**src/rtl/md_alu_seq.sv**
```systemverilog
// -----------------------------------------------------------------------------
// md_alu_seq
//
// Iterative multiply/divide sequencer for the execute stage. While an
// operation is in flight it borrows the shared WIDTH-bit add/sub ALU for
// WIDTH cycles and runs either a shift-add multiply or a restoring divide.
// When no operation is running, it passes the pipeline's own ALU request
// straight through, so it also acts as the ALU ownership mux.
//
// Ports
//   clk, rst           clock (rising edge), synchronous active-high reset
//   start              begin a new operation (honoured only when idle)
//   flush              abort any operation; beats start in the same cycle
//   op[1:0]            00 MUL low, 01 MULHU high, 10 DIVU quotient, 11 REMU
//   src_a, src_b       multiplicand/dividend, multiplier/divisor (unsigned)
//   pipe_alu_*         ALU request from the pipeline (ctrl: 0 add, 1 sub)
//   alu_ctrl/data_1/2  drive to the shared ALU
//   alu_out            combinational result from the shared ALU
//   busy               operation in flight, stalls the pipeline
//   done               one-cycle pulse, result valid
//   result             selected result, held until the next done
// -----------------------------------------------------------------------------
module md_alu_seq #(
  parameter int WIDTH = 32,
  parameter int CNT_W = 5
) (
  input  logic             clk,
  input  logic             rst,
  input  logic             start,
  input  logic             flush,
  input  logic [1:0]       op,
  input  logic [WIDTH-1:0] src_a,
  input  logic [WIDTH-1:0] src_b,
  input  logic             pipe_alu_ctrl,
  input  logic [WIDTH-1:0] pipe_alu_data_1,
  input  logic [WIDTH-1:0] pipe_alu_data_2,
  output logic             alu_ctrl,
  output logic [WIDTH-1:0] alu_data_1,
  output logic [WIDTH-1:0] alu_data_2,
  input  logic [WIDTH-1:0] alu_out,
  output logic             busy,
  output logic             done,
  output logic [WIDTH-1:0] result
);

  typedef enum logic [1:0] {
    S_IDLE = 2'd0,
    S_RUN  = 2'd1,
    S_DONE = 2'd2
  } state_e;

  state_e             state_q, state_d;
  logic [CNT_W-1:0]   cnt_q, cnt_d;
  logic [1:0]         op_q, op_d;

  // The two algorithms share one register set:
  //   acc  : hi (multiply)   / rem (divide)
  //   sr   : lo (multiply)   / quo (divide)   -- the shifting register
  //   opnd : mc (multiply)   / d   (divide)   -- constant for the operation
  logic [WIDTH-1:0]   acc_q, acc_d;
  logic [WIDTH-1:0]   sr_q, sr_d;
  logic [WIDTH-1:0]   opnd_q, opnd_d;

  logic [WIDTH-1:0]   result_q, result_d;
  logic               busy_q, busy_d;
  logic               done_q, done_d;

  logic               is_div;
  logic [WIDTH:0]     sh;
  logic               div_ge;
  logic               mul_carry;
  logic               qbit;
  logic [WIDTH-1:0]   step_acc;
  logic [WIDTH-1:0]   step_sr;

  assign is_div = op_q[1];

  // Divide: partial remainder shifted left with the next dividend bit.
  // The compare is done here at WIDTH+1 bits rather than through the ALU,
  // because the shifted value can exceed WIDTH bits.
  assign sh     = {acc_q, sr_q[WIDTH-1]};
  assign div_ge = (sh >= {1'b0, opnd_q});

  // ---------------------------------------------------------------------------
  // Shared ALU ownership. In RUN the sequencer drives operands on every step,
  // including multiply steps with lo[0]=0 where alu_out is then ignored.
  // ---------------------------------------------------------------------------
  always_comb begin
    if (state_q == S_RUN) begin
      alu_ctrl   = is_div;                         // multiply adds, divide subtracts
      alu_data_1 = is_div ? sh[WIDTH-1:0] : acc_q;
      alu_data_2 = opnd_q;
    end else begin
      alu_ctrl   = pipe_alu_ctrl;
      alu_data_1 = pipe_alu_data_1;
      alu_data_2 = pipe_alu_data_2;
    end
  end

  // ---------------------------------------------------------------------------
  // One algorithm step, computed from the current registers and alu_out.
  // ---------------------------------------------------------------------------
  // NOTE: every signal written in this block gets a default first, so no path
  // leaves it unassigned and no latch is inferred.
  always_comb begin
    mul_carry = 1'b0;
    qbit      = 1'b0;
    step_acc  = acc_q;
    step_sr   = sr_q;
    if (is_div) begin
      if (div_ge) begin
        qbit     = 1'b1;
        step_acc = alu_out;                        // sh - d, always fits in WIDTH
      end else begin
        step_acc = sh[WIDTH-1:0];
      end
      step_sr = {sr_q[WIDTH-2:0], qbit};
    end else begin
      // Unsigned wrap of hi + mc shows up as a sum smaller than hi.
      mul_carry = (alu_out < acc_q);
      if (sr_q[0]) begin
        {step_acc, step_sr} = {mul_carry, alu_out, sr_q[WIDTH-1:1]};
      end else begin
        {step_acc, step_sr} = {1'b0, acc_q, sr_q[WIDTH-1:1]};
      end
    end
  end

  // ---------------------------------------------------------------------------
  // Next-state logic
  // ---------------------------------------------------------------------------
  always_comb begin
    state_d  = state_q;
    cnt_d    = cnt_q;
    op_d     = op_q;
    acc_d    = acc_q;
    sr_d     = sr_q;
    opnd_d   = opnd_q;
    result_d = result_q;
    busy_d   = 1'b0;
    done_d   = 1'b0;

    unique case (state_q)
      S_IDLE: begin
        if (start && !flush) begin
          op_d    = op;
          acc_d   = '0;
          // Multiply: lo = multiplier, mc = multiplicand.
          // Divide:   quo = dividend,  d  = divisor.
          sr_d    = op[1] ? src_a : src_b;
          opnd_d  = op[1] ? src_b : src_a;
          cnt_d   = CNT_W'(WIDTH - 1);
          state_d = S_RUN;
          busy_d  = 1'b1;
        end
      end

      S_RUN: begin
        if (flush) begin
          state_d = S_IDLE;
        end else begin
          acc_d  = step_acc;
          sr_d   = step_sr;
          busy_d = 1'b1;
          if (cnt_q == '0) begin
            // The last step's outcome is selected here so result is already
            // valid in the cycle done is high. MUL/DIVU take the shifting
            // register, MULHU/REMU take the accumulator.
            state_d  = S_DONE;
            done_d   = 1'b1;
            result_d = op_q[0] ? step_acc : step_sr;
          end else begin
            cnt_d = cnt_q - CNT_W'(1);
          end
        end
      end

      S_DONE: begin
        // done and result were set on entry; flush here changes nothing more.
        state_d = S_IDLE;
      end

      default: begin
        state_d = S_IDLE;
      end
    endcase
  end

  // ---------------------------------------------------------------------------
  // State registers
  // ---------------------------------------------------------------------------
  // NOTE: sequential state is updated with non-blocking assignments so every
  // register samples the pre-edge values regardless of statement order.
  always_ff @(posedge clk) begin
    if (rst) begin
      state_q  <= S_IDLE;
      cnt_q    <= '0;
      op_q     <= '0;
      acc_q    <= '0;
      sr_q     <= '0;
      opnd_q   <= '0;
      result_q <= '0;
      busy_q   <= 1'b0;
      done_q   <= 1'b0;
    end else begin
      state_q  <= state_d;
      cnt_q    <= cnt_d;
      op_q     <= op_d;
      acc_q    <= acc_d;
      sr_q     <= sr_d;
      opnd_q   <= opnd_d;
      result_q <= result_d;
      busy_q   <= busy_d;
      done_q   <= done_d;
    end
  end

  assign busy   = busy_q;
  assign done   = done_q;
  assign result = result_q;

endmodule
```
**config.mk**
```make
export PLATFORM = sky130hd
export DESIGN_NAME = md_alu_seq
export DESIGN_NICKNAME = d
export VERILOG_FILES = /design/src/rtl/md_alu_seq.sv
export SDC_FILE = /design/constraint.sdc
export NUM_CORES = 1
export LEC_CHECK = 0
export CAP_MARGIN = 20
export CORE_UTILIZATION = 30
export CTS_BUF_LIST = sky130_fd_sc_hd__clkbuf_4 sky130_fd_sc_hd__clkbuf_8 sky130_fd_sc_hd__clkbuf_16
export CTS_CLUSTER_DIAMETER = 200
export CTS_CLUSTER_SIZE = 14
export DETAILED_ROUTE_END_ITERATION = 12
export PLACE_DENSITY = 0.62
export SYNTH_ARGS = -nofsm -noshare
export SYNTH_HDL_FRONTEND = slang
export SYNTH_SLANG_ARGS = --single-unit
```
**constraint.sdc**
```tcl
create_clock -name clk -period 3.11 [get_ports clk]
set_clock_uncertainty 0.05 [all_clocks]
set_input_delay 0.4665 -clock clk [delete_from_list [all_inputs] [get_ports clk]]
set_output_delay 0.4665 -clock clk [all_outputs]
set_load 0.01 [all_outputs]
```
==> implementation parameters, run 1 <==
Parameter                              Value

Logic synthesis
  Synthesized-area fraction occupied by ao, oa, aoi and oai cells    0.3135
  Number of register bits inferred by synthesis    139
  Net count after synthesis    between 1.5k and 2k
  Commonest register cell after synthesis    sky130_fd_sc_hd__dfxtp_1
  Mapped cell area    10,590 µm²
  Unique masters post-synth    52
  Number of warnings issued by yosys    0
  Post-synthesis instance total    1,429
  Combinational family with the most area after synthesis    compound AO/OA/AOI/OAI gates
  Multiplexer share of the synthesized area    0.09379
  Fraction of the mapped netlist area in simple logic gates    0.1766
  Adder-cell share of the synthesized area    0.07678
  Count of flip-flops with a built-in enable after synthesis    0
  Fraction of synthesis flops using an asynchronous set or reset pin    0
  Post-synthesis average cell area    7.413 µm²
  Post-synthesis sequential area ratio    0.2627
  Post-Synth XOR/XNOR Area    0.002481

Timing
  Relative slew margins    0.4986
  Slew Limit Fails    0
  Setup_tns    0 ps
  Fmax achieved    340.0 MHz
  Final setup margin    169.0 ps
  Count of final hold-check violations    0
  Count of final setup violators    0
  Slew of the pin with the lowest slew margin    ~750 ps
  Setup repair after global routing missed its margin    no
  Final min period    about 2900 ps
  Final clock period utilization by the worst path    0.9456

Power and ir drop
  Cell Pwr Density    372.2 nW/µm²
  Static power due to leakage    around 5.3 nW
  Power share of the combinational group    0.275
  Net switching power    1.639 mW
  Fraction of power consumed by sequential logic    0.359
  Part of the power in the clock network    0.366
  Max VDD drop    0.3404 mV
  Switching power as a share of total power    0.3029
  Int Power    around 3.8 mW

Clock network
  Clock Tree Root    sky130_fd_sc_hd__clkbuf_16
  TritonCTS clock tree    built
  Worst-skew pair later-pin latency    420 ps
  Clock buffers created by TritonCTS    17
  Hold bufs inserted after CTS    0
  Sinks on Clock Net    about 140
  Maximum level of the CTS H-tree    4
  Clock transition at the registers of the reported paths    60 ps
  Clk buf depth    2

Detailed routing
  First-pass iteration count of the detailed router    5
  Number of nets still failing antenna checks after routing    0
  Residual DRC    0
  DRC marker count from the first detailed-route iteration    859
  Vias post-DR    11.33k
  Detailed-route wire length    roughly 40,000 µm
  Mean routed wirelength per cell    18.70 µm
  Drt via density    5.346

Global route
  Global routing usage on met3    0.03726
  GRT Total Usage    0.2130
  Via count of the first global-routing pass    10.57k
  GRT overflow    0
  Wire length of the first global-routing pass    60,310 µm
  Met1 track demand over resource    0.2957
  Met2 capacity usage during global routing    0.3269
  Antenna violations before repair    0
  Pin count of the biggest net entering global routing    66
  GRT busiest layer    met2

Floorplanning
  Area of the die    36,060 µm²
  Count of standard-cell rows    68
  Die width    189.9 µm
  Number of ports placed on the die boundary    266
  Core ar.    34,630 µm²
  Effective utilization at floorplan    0.3059
  Y dimension of the die    189.9 µm

Hold path
  Type of the worst min-delay path    reg -> reg

Layout
  Net count of the finished layout    around 1.9k
  Area occupied by multi-input gates    about 7000 µm²
  Share of post-route cells with drive strength above 1    0.07327
  Area overhead of the layout relative to synthesis    37.21%
  Area occupied by registers    2788 µm²
  Antenna diodes    0
  Fill cell total of the finished layout    3,473

Setup path
  WP data arrival    3210 ps
  Ordered cell list for the critical path    inv_1 > ha_1 > nand4_2 > nor4_2 > nand2_1 > a31oi_2 > o21ai_1 > a21boi_0 > o311ai_1 > a221oi_1
  Largest stage delay on the critical path    430 ps
  Crit path launch type    flop
  Worst Path Required    about 3400 ps
  Setup crit end kind    flop
  CP Max Fanout    11
  Max stage delay cell, worst path    sky130_fd_sc_hd__a31oi_2
  Crit path kind    reg -> reg

Outcome
  Status    complete, no violations

Place
  Port buffer count    265
  Pre-CTS setup slack    92.79 ps
  Routability-driven placement congestion ratio    0.8807
  Sum of net half-perimeters after detailed placement    just over 30,000 µm

Run
  Max-capacitance violation count    0
-- worst paths after layout --
| path | from | endpoint | slack, ps | cells after the start |
|---|---|---|---|---|
| min | result[11] | result[11] | 410 | 2 |
| max | opnd_q[23] | result[0] | 170 | 10 |
| min reg2reg | result[11] | result[11] | 410 | 2 |
| max reg2reg | opnd_q[23] | result[0] | 170 | 10 |
-- cells in the final DEF (no fill, tap or decap), types with 32 or more instances in the layout --
master and count:
sky130_fd_sc_hd__o21ai_0 137, sky130_fd_sc_hd__nand2_1 177, sky130_fd_sc_hd__nor2b_1 33, sky130_fd_sc_hd__a21oi_1 118, sky130_fd_sc_hd__nor3_1 32, sky130_fd_sc_hd__ha_1 65, sky130_fd_sc_hd__a31oi_1 32, sky130_fd_sc_hd__mux2i_1 97
sky130_fd_sc_hd__nor2_1 112, sky130_fd_sc_hd__clkdlybuf4s50_1 263, sky130_fd_sc_hd__buf_4 61, sky130_fd_sc_hd__inv_1 72, sky130_fd_sc_hd__a211oi_1 67, sky130_fd_sc_hd__dfxtp_1 137
-- cell families (layout without fill, tap and decap cells) --
logic type	Yosys count	in the layout
mux	99	99
flops	139	139
buf+inv	201	436
simple gates	418	419
fa+ha+maj	65	65
compound gates	504	504
xor+xnor	3	3
-- Yosys cell counts, types with 2 or more instances --
library cell / instances / area, µm²
sky130_fd_sc_hd__o21ai_0: 138 / 690.7
sky130_fd_sc_hd__nand4_1: 9 / 56.30
sky130_fd_sc_hd__nand2b_1: 32 / 200.2
sky130_fd_sc_hd__o211a_1: 31 / 310.3
sky130_fd_sc_hd__nand3_1: 4 / 20.02
sky130_fd_sc_hd__a21boi_0: 2 / 15.01
sky130_fd_sc_hd__a22oi_1: 29 / 217.7
sky130_fd_sc_hd__xnor2_1: 2 / 17.52
sky130_fd_sc_hd__a21o_1: 11 / 82.58
sky130_fd_sc_hd__o311a_1: 28 / 280.3
sky130_fd_sc_hd__a21oi_1: 118 / 590.6
sky130_fd_sc_hd__nor3_1: 33 / 165.2
sky130_fd_sc_hd__ha_1: 65 / 813.3
sky130_fd_sc_hd__mux2_2: 2 / 22.52
sky130_fd_sc_hd__buf_6: 3 / 33.78
sky130_fd_sc_hd__nor2_1: 115 / 431.7
sky130_fd_sc_hd__clkbuf_1: 105 / 394.1
sky130_fd_sc_hd__inv_1: 72 / 270.3
sky130_fd_sc_hd__a31oi_1: 32 / 200.2
sky130_fd_sc_hd__nor2b_1: 34 / 212.7
sky130_fd_sc_hd__a211o_1: 31 / 271.5
sky130_fd_sc_hd__nor4_1: 2 / 12.51
sky130_fd_sc_hd__dfxtp_1: 139 / 2783
sky130_fd_sc_hd__mux2i_1: 97 / 970.9
sky130_fd_sc_hd__o311ai_1: 3 / 26.28
sky130_fd_sc_hd__a211oi_1: 67 / 503.0
sky130_fd_sc_hd__a311oi_1: 3 / 26.28
sky130_fd_sc_hd__or4b_2: 2 / 20.02
sky130_fd_sc_hd__and3_1: 2 / 12.51
sky130_fd_sc_hd__buf_2: 7 / 35.03
sky130_fd_sc_hd__buf_1: 13 / 48.80
sky130_fd_sc_hd__nand2_1: 178 / 668.1
-- layer usage --
layer  vias to the layer above  share of wire
li1                       5609              -
met1                      5263           0.47
met2                       394           0.43
met3                        67          0.065
met4                         0          0.035
met5                         -              0
-- power groups by stage --
stage | Sequential [mW] | Combinational, mW | Clock, mW
global route | 1.95 | 1.63 | 2.08
finish | 1.94 | 1.49 | 1.98
floorplan | 1.94 | 0.831 | 0
detailed placement | 1.98 | 1.47 | 0
global placement | 1.97 | 1.45 | 0
CTS | 1.94 | 1.47 | 2.00
-- layout make-up --
cell class                 count  area share
sequential                   139      0.1918
clock inverter                12    0.008523
tap                          455     0.03917
timing repair buffer         332      0.2237
clock buffer                  19     0.03073
multi-input combinational   1090      0.4873
inverter                      73     0.01885
-- critical path: cells and delay by family (launching register included) --
family,cells,cell delay [ps]
AOI/OAI and AO/OA,5,1410
and+or+nand+nor,3,670
DFF,1,340
adders and majority gates,1,310
buffers and inverters,1,60
-- state kept, by name, indices dropped and copies added, names as in the netlist --
name and cells:
acc_q 32, opnd_q 32, result 32, sr_q 32, cnt_q 5, op_q 2, state_q 2, busy 1
done 1
-- metrics by stage --
step                      std cells  power, mW  cell area [µm²]  utilization  hold WS (ps)
after global placement         2084      3.423            13910       0.4016         394.0
after floorplan                1429      2.773            10590            -         390.7
after global routing           2120      5.663            14530       0.4197         439.8
after detailed placement       2084      3.444            13910       0.4016         398.7
after CTS                      2115      5.415            14480       0.4181         407.0
final                          2120      5.409            14530       0.4197         407.5
-- timing repair --
| action | CTS | global route |
|---|---|---|
| setup buffers | 0 | 4 |
| gates resized for setup | 0 | 2 |
| setup endpoints to repair | 0 | 30 |
No activity file was read; power rests on OpenSTA's default activity.
==> run 2: changes to the inputs <==
--- a/config.mk
+++ b/config.mk
@@ -6,12 +6,12 @@
 export NUM_CORES = 1
 export LEC_CHECK = 0
 export CAP_MARGIN = 20
-export CORE_UTILIZATION = 30
+export CORE_UTILIZATION = 51
 export CTS_BUF_LIST = sky130_fd_sc_hd__clkbuf_4 sky130_fd_sc_hd__clkbuf_8 sky130_fd_sc_hd__clkbuf_16
 export CTS_CLUSTER_DIAMETER = 200
 export CTS_CLUSTER_SIZE = 14
 export DETAILED_ROUTE_END_ITERATION = 12
-export PLACE_DENSITY = 0.62
+export PLACE_DENSITY = 0.92
 export SYNTH_ARGS = -nofsm -noshare
 export SYNTH_HDL_FRONTEND = slang
 export SYNTH_SLANG_ARGS = --single-unit
==> constraint.sdc (replaced) <==
create_clock -name clk -period 3.11 [get_ports clk]
set_clock_uncertainty 0.05 [all_clocks]
set_input_delay 0.4665 -clock clk [delete_from_list [all_inputs] [get_ports clk]]
set_output_delay 0.4665 -clock clk [all_outputs]
set_load 0.1 [all_outputs]
==> implementation parameters, run 2 (synthesized netlist as in run 1, its figures left out) <==
Parameter                              Value

Setup path
  Ordered cell list for the critical path    inv_1 > ha_1 > a21oi_1 > o21ai_0 > a22oi_1 > nand3_1 > or2_1 > buf_4 > o311a_1 > a22oi_1 > nor2_1
  Largest stage delay on the critical path    390 ps
  Crit path kind    reg -> reg
  Most numerous cell on the critical path    sky130_fd_sc_hd__a22oi_1
  CP Max Fanout    18
  WP data arrival    3310 ps
  Max stage delay cell, worst path    sky130_fd_sc_hd__o311a_1
  Worst Path Required    3330 ps
  Setup crit end kind    flop
  Crit path launch type    flop

Layout
  Commonest non-fill, non-tap cell in the layout    sky130_fd_sc_hd__nand2_1
  Antenna diodes    0
  Fill cell total of the finished layout    1,387
  Post-Layout Inst Area    about 15,000 µm²
  Commonest non-fill, non-tap cells in the layout    sky130_fd_sc_hd__nand2_1, sky130_fd_sc_hd__clkdlybuf4s50_1, sky130_fd_sc_hd__dfxtp_1, sky130_fd_sc_hd__a21oi_1, sky130_fd_sc_hd__nor2_1
  Net count of the finished layout    1,870
  Area occupied by multi-input gates    7206 µm²
  Post-layout util    0.7252
  Area overhead of the layout relative to synthesis    38.98%
  Area occupied by registers    2788 µm²
  Share of post-route cells with drive strength above 1    0.1424

Floorplanning
  Count of standard-cell rows    52
  Effective utilization at floorplan    0.5218
  Y dimension of the die    146.1 µm
  Die width    146.1 µm
  Area of the die    21,350 µm²
  Number of ports placed on the die boundary    roughly 270
  Core ar.    20,300 µm²

Clock network
  Worst-skew pair later-pin latency    roughly 430 ps
  Post-CTS setup buffer count    0
  Clock transition at the registers of the reported paths    ~60 ps
  Number of resized instances in the post-cts repair step    0
  Maximum level of the CTS H-tree    4
  Clk buf depth    2
  Sinks on Clock Net    139
  Hold bufs inserted after CTS    0
  TritonCTS clock tree    built
  Clock Tree Root    sky130_fd_sc_hd__clkbuf_16
  Clock buffers created by TritonCTS    17

Place
  Routability-driven placement congestion ratio    0.8826
  Pre-CTS setup slack    163.3 ps
  Placed Area    between 10,000 and 15,000 µm²
  Port buffer count    265
  Sum of net half-perimeters after detailed placement    27,300 µm

Detailed routing
  Mean routed wirelength per cell    20.38 µm
  Routed wire length on met3    4125 µm
  Drt via density    roughly 6.4
  Routed met2 length    17,490 µm
  DRC marker count from the first detailed-route iteration    1,696
  First-pass iteration count of the detailed router    6
  Detailed-route wire length    slightly below 40,000 µm
  WL met1    15,300 µm
  Number of nets still failing antenna checks after routing    0
  Highest metal layer used by the detailed router    met4
  Residual DRC    0
  Vias post-DR    12.28k

Global route
  GRT Total Usage    0.3549
  Antenna violations before repair    0
  Via count of the first global-routing pass    11.45k
  Pin count of the biggest net entering global routing    between 100 and 150
  GRT overflow    0
  Wire length of the first global-routing pass    61,290 µm

Outcome
  Status    complete, no violations

Timing
  Final clock period utilization by the worst path    0.9917
  Slew of the pin with the lowest slew margin    867.9 ps
  Final min period    slightly above 3000 ps
  Final setup margin    25.91 ps
  Count of final hold-check violations    0
  Setup_tns    0 ps
  Setup repair after global routing missed its margin    yes
  Fmax achieved    324.2 MHz
  Count of final setup violators    0
  Relative slew margins    0.4214
  Slew Limit Fails    0

Power and ir drop
  Static power due to leakage    5.588 nW
  Cell Pwr Density    422.9 nW/µm²
  Max VDD drop    roughly 0.34 mV

Hold path
  Type of the worst min-delay path    reg -> reg

Run
  Max-capacitance violation count    0
[run 2: critical path: cells and delay by family (launching register included)]
kind | cells | cell delay [ps]
flops | 1 | 380
buf+inv | 2 | 340
compound gates | 5 | 1250
simple gates | 3 | 580
fa+ha+maj | 1 | 310
[run 2: per-layer routing]
| metal | up-vias | GRT usage |
|---|---|---|
| li1 | 5604 | - |
| met1 | 5615 | 0.4613 |
| met2 | 887 | 0.5560 |
| met3 | 178 | 0.06875 |
| met4 | 0 | 0.1896 |
| met5 | - | 0 |
[run 2: path summary, 6_finish.rpt]
path	startpoint	slack [ps]	to	depth (start not counted)
worst max-delay path	opnd_q[10]	30	acc_q[26]	11
worst min register to register	sr_q[20]	420	sr_q[20]	2
worst min-delay path	sr_q[20]	420	sr_q[20]	2
worst max register to register	opnd_q[10]	30	acc_q[26]	11
[run 2: layout make-up]
cell class              count  share of cell area
repair buffers            318              0.2379
inverters                  73             0.01861
multi-input cells        1089              0.4895
well taps                 270             0.02295
clock buffers              20             0.03204
clock inverters            11            0.009689
flip-flops and latches    139              0.1894
[run 2: stage by stage]
| stage | power, mW | std cells | hold slack [ps] |
|---|---|---|---|
| 2_1_floorplan | 3.296 | 1429 | 390.7 |
| 3_3_place_gp | 4.022 | 1889 | 392.6 |
| 3_5_place_dp | 4.072 | 1889 | 393.4 |
| 4_1_cts | 6.167 | 1920 | 421.1 |
| 5_1_grt | 6.403 | 1920 | 432.8 |
| 6_report | 6.226 | 1920 | 424.2 |
[run 2: power breakdown]
part	internal [mW]	leakage, nW	switching [mW]
Combinational	0.813	4.16	1.36
Clock	1.33	0.300	0.781
Sequential	1.86	1.13	0.0808
==> run 3: changes to the inputs <==
--- a/config.mk
+++ b/config.mk
@@ -12,6 +12,7 @@
 export CTS_CLUSTER_SIZE = 14
 export DETAILED_ROUTE_END_ITERATION = 12
 export PLACE_DENSITY = 0.92
+export SLEW_MARGIN = 20
 export SYNTH_ARGS = -nofsm -noshare
 export SYNTH_HDL_FRONTEND = slang
 export SYNTH_SLANG_ARGS = --single-unit
==> results of run 3 <==
The final DEF is identical to that of run 2; final timing and power are the same.
